[src/rtl/adpll_pkg.sv]
// Shared types and widths for the ADPLL PFD/TDC measurement path.
package adpll_pkg;

    localparam int unsigned TDC_CNT_W    = 5;
    localparam int unsigned PHASE_ERR_W  = 7;
    localparam int unsigned LOCK_TOL_DEF = 2;
    localparam int unsigned LOCK_CNT_DEF = 8;

    typedef enum logic [2:0] {
        ST_IDLE,
        ST_SETTLE,
        ST_WAIT_DONE,
        ST_CAPTURE,
        ST_REARM,
        ST_FAULT
    } meas_state_t;

    function automatic logic [PHASE_ERR_W-1:0] abs_err(input logic [PHASE_ERR_W-1:0] v);
        return v[PHASE_ERR_W-1] ? -v : v;
    endfunction

endpackage

[src/rtl/sync_pulse_det.sv]
// Multi-flop synchronizer for an asynchronous strobe followed by a rising-edge detector.
module sync_pulse_det #(
    parameter int unsigned SYNC_STAGES = 2
) (
    input  logic clk,
    input  logic rst,
    input  logic din,
    output logic pulse
);

    logic [SYNC_STAGES-1:0] sync_q;
    logic                   prev_q;

    always_ff @(posedge clk or posedge rst) begin
        if (rst) begin
            sync_q <= '0;
            prev_q <= 1'b0;
        end else begin
            sync_q <= {sync_q[SYNC_STAGES-2:0], din};
            prev_q <= sync_q[SYNC_STAGES-1];
        end
    end

    assign pulse = sync_q[SYNC_STAGES-1] & ~prev_q;

endmodule

[src/rtl/pfd_tdc_meas_ctrl.sv]
// PFD/backup-TDC measurement sequencer: arms the TDC, waits for done with timeout,
// forms a signed phase-error word and tracks lock over consecutive measurements.
module pfd_tdc_meas_ctrl
    import adpll_pkg::*;
#(
    parameter int unsigned SETTLE_CYC  = 2,
    parameter int unsigned TIMEOUT_CYC = 15,
    parameter int unsigned LOCK_TOL    = LOCK_TOL_DEF,
    parameter int unsigned LOCK_CNT    = LOCK_CNT_DEF,
    parameter int unsigned SYNC_STAGES = 2
) (
    input  logic                   ref_clk,
    input  logic                   reset,
    input  logic                   run,
    input  logic                   use_external,
    input  logic                   fine_done_pre,
    input  logic                   early,
    input  logic [TDC_CNT_W-1:0]   counter_rise,
    input  logic [TDC_CNT_W-1:0]   counter_fall,
    output logic                   enable_PFD_TDC,
    output logic                   select_PFD_input,
    output logic [PHASE_ERR_W-1:0] phase_err,
    output logic                   err_valid,
    output logic                   lock,
    output logic                   timeout_err,
    output logic                   busy
);

    localparam int unsigned SET_W = $clog2(SETTLE_CYC + 1);
    localparam int unsigned TMO_W = $clog2(TIMEOUT_CYC + 1);
    localparam int unsigned LCK_W = $clog2(LOCK_CNT + 1);

    meas_state_t            state_q, state_d;
    logic [SET_W-1:0]       settle_cnt;
    logic [TMO_W-1:0]       tmo_cnt;
    logic [LCK_W-1:0]       lock_cnt;
    logic [LCK_W-1:0]       lock_cnt_inc;
    logic [PHASE_ERR_W-1:0] mag;
    logic                   done_re;
    logic                   in_tol;

    sync_pulse_det #(
        .SYNC_STAGES(SYNC_STAGES)
    ) u_done_sync (
        .clk  (ref_clk),
        .rst  (reset),
        .din  (fine_done_pre),
        .pulse(done_re)
    );

    assign mag          = PHASE_ERR_W'(counter_rise) + PHASE_ERR_W'(counter_fall);
    assign in_tol       = abs_err(phase_err) <= PHASE_ERR_W'(LOCK_TOL);
    assign lock_cnt_inc = (lock_cnt == LCK_W'(LOCK_CNT)) ? lock_cnt : lock_cnt + LCK_W'(1);

    always_ff @(posedge ref_clk or posedge reset) begin
        if (reset) begin
            state_q <= ST_IDLE;
        end else begin
            state_q <= state_d;
        end
    end

    always_comb begin
        state_d        = state_q;
        enable_PFD_TDC = 1'b0;
        err_valid      = 1'b0;
        busy           = (state_q != ST_IDLE);
        unique case (state_q)
            ST_IDLE: begin
                if (run) state_d = ST_SETTLE;
            end
            ST_SETTLE: begin
                enable_PFD_TDC = 1'b1;
                if (!run)                                    state_d = ST_IDLE;
                else if (settle_cnt == SET_W'(SETTLE_CYC - 1)) state_d = ST_WAIT_DONE;
            end
            ST_WAIT_DONE: begin
                enable_PFD_TDC = 1'b1;
                // done_re outranks the timeout; dropping run abandons the measurement outright
                if (!run)                                     state_d = ST_IDLE;
                else if (done_re)                             state_d = ST_CAPTURE;
                else if (tmo_cnt == TMO_W'(TIMEOUT_CYC - 1))  state_d = ST_FAULT;
            end
            ST_CAPTURE: state_d = ST_REARM;
            ST_REARM: begin
                err_valid = 1'b1;
                state_d   = run ? ST_SETTLE : ST_IDLE;
            end
            ST_FAULT: state_d = ST_IDLE;
            default:  state_d = ST_IDLE;
        endcase
    end

    always_ff @(posedge ref_clk or posedge reset) begin
        if (reset) begin
            settle_cnt <= '0;
            tmo_cnt    <= '0;
        end else begin
            settle_cnt <= (state_q == ST_SETTLE)    ? settle_cnt + SET_W'(1) : '0;
            tmo_cnt    <= (state_q == ST_WAIT_DONE) ? tmo_cnt + TMO_W'(1)    : '0;
        end
    end

    always_ff @(posedge ref_clk or posedge reset) begin
        if (reset) begin
            select_PFD_input <= 1'b0;
            phase_err        <= '0;
            lock_cnt         <= '0;
            lock             <= 1'b0;
            timeout_err      <= 1'b0;
        end else begin
            unique case (state_q)
                ST_IDLE: begin
                    select_PFD_input <= use_external;
                    if (use_external != select_PFD_input) begin
                        lock_cnt <= '0;
                        lock     <= 1'b0;
                    end
                end
                ST_CAPTURE: begin
                    phase_err <= early ? -mag : mag;
                end
                ST_REARM: begin
                    timeout_err <= 1'b0;
                    if (in_tol) begin
                        lock_cnt <= lock_cnt_inc;
                        lock     <= (lock_cnt_inc == LCK_W'(LOCK_CNT));
                    end else begin
                        lock_cnt <= '0;
                        lock     <= 1'b0;
                    end
                end
                ST_FAULT: begin
                    timeout_err <= 1'b1;
                    lock_cnt    <= '0;
                    lock        <= 1'b0;
                end
                default: ;
            endcase
        end
    end

endmodule

[config.mk]
export PLATFORM = sky130hd
export DESIGN_NAME = pfd_tdc_meas_ctrl
export DESIGN_NICKNAME = d
export VERILOG_FILES = /design/src/rtl/adpll_pkg.sv /design/src/rtl/sync_pulse_det.sv /design/src/rtl/pfd_tdc_meas_ctrl.sv
export SDC_FILE = /design/constraint.sdc
export NUM_CORES = 1
export LEC_CHECK = 0
export CORE_ASPECT_RATIO = 2
export CORE_MARGIN = 2
export CORE_UTILIZATION = 30
export CTS_BUF_LIST = sky130_fd_sc_hd__clkbuf_16
export DETAILED_ROUTE_END_ITERATION = 8
export PLACE_DENSITY_LB_ADDON = 0.2
export RECOVER_POWER = 25
export SYNTH_ARGS = -nofsm -noshare
export SYNTH_HDL_FRONTEND = slang
export SYNTH_HIERARCHICAL = 1
export SYNTH_SLANG_ARGS = --single-unit
[constraint.sdc]
create_clock -name ref_clk -period 3.8 [get_ports ref_clk]
set_clock_uncertainty 0.15 [all_clocks]
set_input_delay 0.38 -clock ref_clk [delete_from_list [all_inputs] [get_ports ref_clk]]
set_output_delay 0.38 -clock ref_clk [all_outputs]
set_load 0.005 [all_outputs]
==> run_results.csv, run 1 <==
group,metric,value,unit
grt,grt_use_total,13.76,%
clocking,clock_latency,0.26,ns
hold_path,holdCritStartpoint,"u_done_sync/sync_q[0]",
drt,drt-total-wl,3.290,mm
flow_run,maxCapViolCount,0,
grt,grt_max_degree,24,
timing,setup_viol,0,
clocking,postCtsSetupBuffers,0,
finish,drive_above_1_share,7.368,%
grt,grt_overflow,0,
drt,vias_per_cell,4.931,
power,p_clk_share,23.9,%
setup_path,cp_max_fo,3,
placed_design,pre_cts_slack,1.047,ns
setup_path,required,3.78,ns
setup_path,reg2reg_to,"lock_cnt[0]",
clocking,numCtsBuffers,3,
floorplanning,die_h,105.0,um
clocking,ctsLongestPathBuffers,2,
floorplanning,io_pins,29,
yosys,syn_inst,161,
drt,drtIter0Drc,22,
finish,fin_util,39.65,%
power,p_total,0.9673,mW
finish,area_growth_syn_to_layout,27.12,%
timing,fin_setup_tns,0,ns
hold_path,hold_class,"reg -> reg",
timing,finalHoldViolations,0,
clocking,clk_pin_slew,0.06,ns
setup_path,cp.buffers_inverters,2,
timing,worst_pin_slew,0.9081,ns
timing,fin_ws,1.332,ns
clocking,cts_tree,"done",
setup_path,reg2reg_slack,1.83,ns
setup_path,critical-path-top-delay-family,"adder cells",
setup_path,cp-start-kind,"input port",
setup_path,crit_arrival,2.45,ns
setup_path,cp_slowest_cell,"clkdlybuf4s50_1",
yosys,seq_area_frac_synth,42.48,%
placed_design,dp_cells,243,
yosys,synth.avg_cell_area,9.512,um^2
status,outcome,"complete, no violations",
floorplanning,chipWidth,54.52,um
placed_design,hpwl,2.746,mm
grt,antenna_found_initial,0,
drt,drt-pass1-iter-count,2,
hold_path,whs_endpoint,"u_done_sync/sync_q[1]",
setup_path,cpPeakStageDelay,0.46,ns
timing,fmax,405.1,MHz
floorplanning,dieArea,5727,um^2
yosys,syn_area,1531,um^2
drt,drc_errors,0,
hold_path,min_path_cells,0,
power,power_frac_seq,41.7,%
power,combPwrFrac,34.4,%
grt,grt_pass1_wl,5.885,mm
finish,num_antenna_cells,0,
yosys,syn_nets,190,
yosys,yosys_register_bits,26,
clocking,cts_root_buffer,"clkbuf_16",
grt,grt_pass1_vias,1322,
yosys,ys_types,38,
floorplanning,num_rows,36,
power,p_per_area,496.8,nW/um^2
timing,post-route-period-util,64.96,%
clocking,cts.sinks,26,
drt,wl_per_cell,13.32,um
setup_path,timing.rr.start,"phase_err[0]",
clocking,post_cts_resized,0,
finish,fin_cells,247,
clocking,ctsHoldBuffers,0,
finish,nNetsFinal,220,
setup_path,cp-end-kind,"flop",
timing,post-route-min-period,2.468,ns
placed_design,place.gp.congestion,0.7664,
timing,slew_headroom,39.40,%
drt,drtAntennaViolNets,0,
power,irDropWorstVdd,227.0,uV
power,leakage,0.8486,nW
timing,drv_slew,0,
setup_path,reg2reg_depth,7,
finish,nFillCells,519,
placed_design,io_buffers,28,
clocking,htreeDepth,1,
power,cell_internal_pwr,0.6632,mW
setup_path,path_cells,"clkdlybuf4s50_1 > ha_1 > inv_1 > fa_1 > nand2b_1 > a21oi_1 > xor2_1 > o31ai_2 > xnor2_1 > o21ai_1",
floorplanning,coreArea,4910,um^2
power,switching_power,0.3040,mW
power,switching_share,31.43,%
timing,rsz0062_at_grt,"no",
floorplanning,initial_utilization,31.19,%
drt,via_count,1218,
yosys,yosys_warnings,6,
setup_path,critical_path_class,"in -> reg",
## how the worst max path moves through the flow
| stage | startpoint | endpoint | slack [ns] | depth (start not counted) |
|---|---|---|---|---|
| 6_report | counter_fall[0] | phase_err[5] | 1.33 | 10 |
| 3_3_place_gp | counter_rise[0] | phase_err[5] | 1.12 | 10 |
| 4_1_cts | counter_fall[0] | phase_err[5] | 1.33 | 10 |
| 3_5_place_dp | counter_fall[0] | phase_err[5] | 1.05 | 10 |
| 2_1_floorplan | counter_rise[0] | phase_err[5] | 1.69 | 9 |
| 5_1_grt | counter_fall[0] | phase_err[5] | 1.24 | 10 |
## power by group through the flow
stage                     Clock [mW]  Sequential, mW  Combinational (mW)
after floorplan                    0           0.393               0.178
after global placement             0           0.408               0.328
after detailed placement           0           0.410               0.336
after CTS                      0.241           0.405               0.341
after global routing           0.251           0.416               0.379
final                          0.232           0.403               0.332
## Yosys cell counts, drive strengths merged
cell type / number / area, um^2
nand4: 1 / 6.260
o2111ai: 1 / 8.760
buf: 1 / 7.510
a21oi: 9 / 48.80
o31ai: 5 / 42.54
inv: 16 / 60.06
nor3: 1 / 10.01
a221oi: 1 / 8.760
nand2: 12 / 45.04
nand4b: 1 / 8.760
mux2: 1 / 11.26
or4: 1 / 11.26
nor2: 18 / 72.57
nor3b: 1 / 7.510
a32o: 1 / 10.01
xnor2: 5 / 43.79
o221ai: 1 / 15.01
a21boi: 1 / 7.510
or2: 1 / 6.260
nand3: 7 / 35.03
clkbuf: 2 / 7.510
ha: 12 / 150.1
o21ai: 15 / 75.07
fa: 1 / 20.02
a211oi: 3 / 27.52
dfrtp: 26 / 650.6
nor2b: 4 / 32.53
a21o: 1 / 7.510
o21bai: 1 / 7.510
nand2b: 2 / 12.51
xor2: 7 / 61.31
or3: 2 / 12.51
## layout by cell type, fill, tap and decap left out, types with 3 or more instances in the layout
cell | synthesis | final
clkdlybuf4s50_1 | 0 | 25
ha_1 | 12 | 12
xor2_1 | 7 | 7
xnor2_1 | 5 | 5
o31ai_1 | 4 | 4
nand2_1 | 12 | 12
nand3_1 | 7 | 7
nor2b_1 | 3 | 3
a21oi_1 | 8 | 8
nor2_1 | 16 | 16
o21ai_0 | 10 | 10
clkbuf_16 | 0 | 3
dlygate4sd3_1 | 0 | 3
inv_1 | 16 | 16
o21ai_1 | 5 | 5
dfrtp_1 | 26 | 26
## flip-flops by register name, indices dropped and copies added (netlist names)
signal and flops:
timeout_err 1, state_q 3, lock_cnt 4, u_done_sync/prev_q 1, tmo_cnt 4, select_PFD_input 1, phase_err 7, u_done_sync/sync_q 2
lock 1, settle_cnt 2
## cell families after synthesis
kind of cell    after synthesis  synth area share, %
simple gates                 51                16.99
compound gates               39                16.91
mux                           1               0.7352
xor+xnor                     12                6.863
flops                        26                42.48
buf+inv                      19                4.902
fa+ha+maj                    13                11.11
## metrics by stage
step,hold WS (ns),area (um^2)
2_1_floorplan,-0.01636,1531
5_1_grt,0.2463,1947
6_report,0.2161,1947
4_1_cts,0.1535,1947
3_5_place_dp,0.2082,1868
3_3_place_gp,0.1921,1868
## layer usage
| metal | global-route usage [%] | vias to the layer above | part of all wire, % |
|---|---|---|---|
| met1 | 13.82 | 584 | 34 |
| met4 | 4.821 | 0 | 1.6 |
| met5 | 0 | - | 0 |
| met3 | 2.000 | 4 | 3.5 |
| li1 | - | 608 | - |
| met2 | 26.16 | 22 | 60 |
## final cells by class
class                      instances  area, um^2  area share (%)
clock buffer                       3       75.07           3.856
clock inverter                     1       3.754          0.1928
inverter                          16       60.06           3.085
multi-input combinational        116       805.8           41.39
sequential                        26       650.6           33.42
tap                               57       71.32           3.663
timing repair buffer              28       280.3           14.40
(Power assumes the default switching activity.)
==> run 2: changes to the inputs <==
clock period = 2.1 ns   (was 3.8 ns; I/O delays follow)
==> run 2 against run 1 <==
Against the previous run:
- worst setup slack got worse by 1.3 ns
- hold slack got worse by 0.0024 ns
- sequential share of layout area down 3.2 points
- highest routed layer unchanged
==> run_results.csv, run 2 (synthesis gave the netlist of run 1 again) <==
group,metric,value,unit
status,outcome,"complete, no violations",
timing,fin_setup_tns,0,ns
floorplanning,dieArea,5727,um^2
floorplanning,num_rows,36,
timing,setup_viol,0,
setup_path,cp.buffers_inverters,2,
finish,final_cell_mix,"25 x dfrtp_1, 22 x clkdlybuf4s50_1, 15 x inv_1, 15 x nor2_1, 14 x buf_4",
timing,whs,0.2136,ns
timing,worst_pin_slew,0.5783,ns
flow_run,maxCapViolCount,0,
setup_path,cp_max_fo,4,
clocking,htreeDepth,1,
setup_path,cp-end-kind,"flop",
hold_path,hold_class,"reg -> reg",
finish,nNetsFinal,236,
grt,grt_pass1_vias,1444,
finish,num_antenna_cells,0,
timing,drv_slew,0,
drt,drc_errors,0,
finish,regMostFlops,"phase_err",
power,leakage,0.9583,nW
clocking,cts_root_buffer,"clkbuf_16",
finish,area_growth_syn_to_layout,41.01,%
setup_path,timing.rr.start,"phase_err[1]",
drt,drt-pass1-iter-count,4,
drt,drtIter0Drc,12,
floorplanning,initial_utilization,31.19,%
drt,wl_per_cell,13.70,um
setup_path,cp-start-kind,"input port",
power,p_per_area,866.4,nW/um^2
floorplanning,coreArea,4910,um^2
finish,top_regs,"phase_err x7, lock_cnt x4, tmo_cnt x4",
clocking,cts.sinks,26,
setup_path,critPathCapture,"phase_err[5]",
grt,grt_overflow,0,
setup_path,crit_start,"counter_rise[2]",
setup_path,critical-path-top-delay-family,"buffers and inverters",
grt,grt_max_degree,24,
clocking,ctsLongestPathBuffers,2,
floorplanning,die_h,105.0,um
setup_path,reg2reg_slack,0.17,ns
grt,grt_use_total,14.49,%
grt,grt_pass1_wl,6.058,mm
setup_path,reg2reg_depth,7,
clocking,clock_latency,0.26,ns
setup_path,path_cells,"clkdlybuf4s50_1 > ha_1 > nor2_1 > nor2_2 > xor2_2 > buf_4 > o31ai_4 > xnor2_1 > o21ai_1",
setup_path,cpPeakStageDelay,0.40,ns
setup_path,required,2.10,ns
power,irDropWorstVdd,354.6,uV
clocking,clk_pin_slew,0.06,ns
timing,slew_headroom,61.45,%
clocking,cts_tree,"done",
timing,post-route-period-util,96.48,%
finish,final_common_cell,"dfrtp_1",
floorplanning,chipWidth,54.52,um
drt,drt-total-wl,3.603,mm
setup_path,cp_slowest_cell,"clkdlybuf4s50_1",
finish,fin_util,43.99,%
drt,drtAntennaViolNets,0,
setup_path,reg2reg_to,"lock_cnt[0]",
clocking,numCtsBuffers,3,
placed_design,io_buffers,28,
finish,drive_above_1_share,20.87,%
timing,finalHoldViolations,0,
setup_path,cp_num_cells,9,
placed_design,place.gp.congestion,0.7980,
timing,fmax,493.6,MHz
floorplanning,io_pins,29,
timing,post-route-min-period,2.026,ns
grt,antenna_found_initial,0,
drt,via_count,1325,
placed_design,hpwl,2.933,mm
drt,vias_per_cell,5.038,
setup_path,critical_path_class,"in -> reg",
setup_path,crit_arrival,2.02,ns
finish,largest_register_ffs,7,
-- run 2: cell types whose count changed in the layout (fill, tap and decap cells not counted), moves of 2 or more --
cell | before | now
dlymetal6s2s_1 | 0 | 2
dlygate4sd2_1 | 0 | 2
xor2_1 | 7 | 4
xor2_2 | 0 | 3
clkdlybuf4s50_1 | 25 | 22
ha_1 | 12 | 10
buf_4 | 0 | 14
-- run 2: through the flow --
| stage | cell area (um^2) | total power, mW | setup WS (ns) | cells |
|---|---|---|---|---|
| floorplan | 1531 | 1.033 | 0.1552 | 161 |
| global placement | 1966 | 1.388 | -0.3281 | 256 |
| detailed placement | 1966 | 1.418 | -0.3996 | 256 |
| CTS | 2071 | 1.856 | 0.01645 | 261 |
| global route | 2160 | 2.018 | -0.002418 | 263 |
| finish | 2160 | 1.871 | 0.07402 | 263 |
-- run 2: how the worst min path moves through the flow --
| stage | start | endpoint | slack, ns | cells after the start |
|---|---|---|---|---|
| 4_1_cts | u_done_sync/sync_q[0] | u_done_sync/sync_q[1] | 0.22 | 0 |
| 6_report | u_done_sync/sync_q[0] | u_done_sync/sync_q[1] | 0.21 | 0 |
| 2_1_floorplan | reset | u_done_sync/prev_q | -0.19 | 1 |
| 3_5_place_dp | u_done_sync/sync_q[0] | u_done_sync/sync_q[1] | 0.19 | 0 |
| 3_3_place_gp | u_done_sync/sync_q[0] | u_done_sync/sync_q[1] | 0.19 | 0 |
| 5_1_grt | u_done_sync/sync_q[0] | u_done_sync/sync_q[1] | 0.23 | 0 |
-- run 2: cell type report --
cell class / instances / area (um^2)
clock inverters: 1 / 3.754
multi-input cells: 116 / 894.6
well taps: 57 / 71.32
clock buffers: 3 / 75.07
repair buffers: 44 / 402.9
fillers: 488 / 2750
inverters: 16 / 60.06
flip-flops and latches: 26 / 651.9
-- run 2: what timing repair did --
action,in CTS,in global routing
endpoints found under the setup margin,3,5
hold buffers,1,0
pin swaps,5,8
hold endpoints to repair,3,0
buffers inserted,0,3
resized for setup,8,15
-- run 2: report_power, final --
part           internal (mW)  leakage, nW  switching (mW)
sequential             0.610        0.331          0.0942
clock                  0.255       0.0385           0.167
combinational          0.411        0.589           0.334
-- run 2: per-layer routing --
layer	vias to the layer above	wire (um)	global-route usage, %
met1	644	1160	13.11
met3	13	120	2.286
met5	-	0	0
met2	28	2155	26.68
met4	0	166	9.464
li1	640	-	-
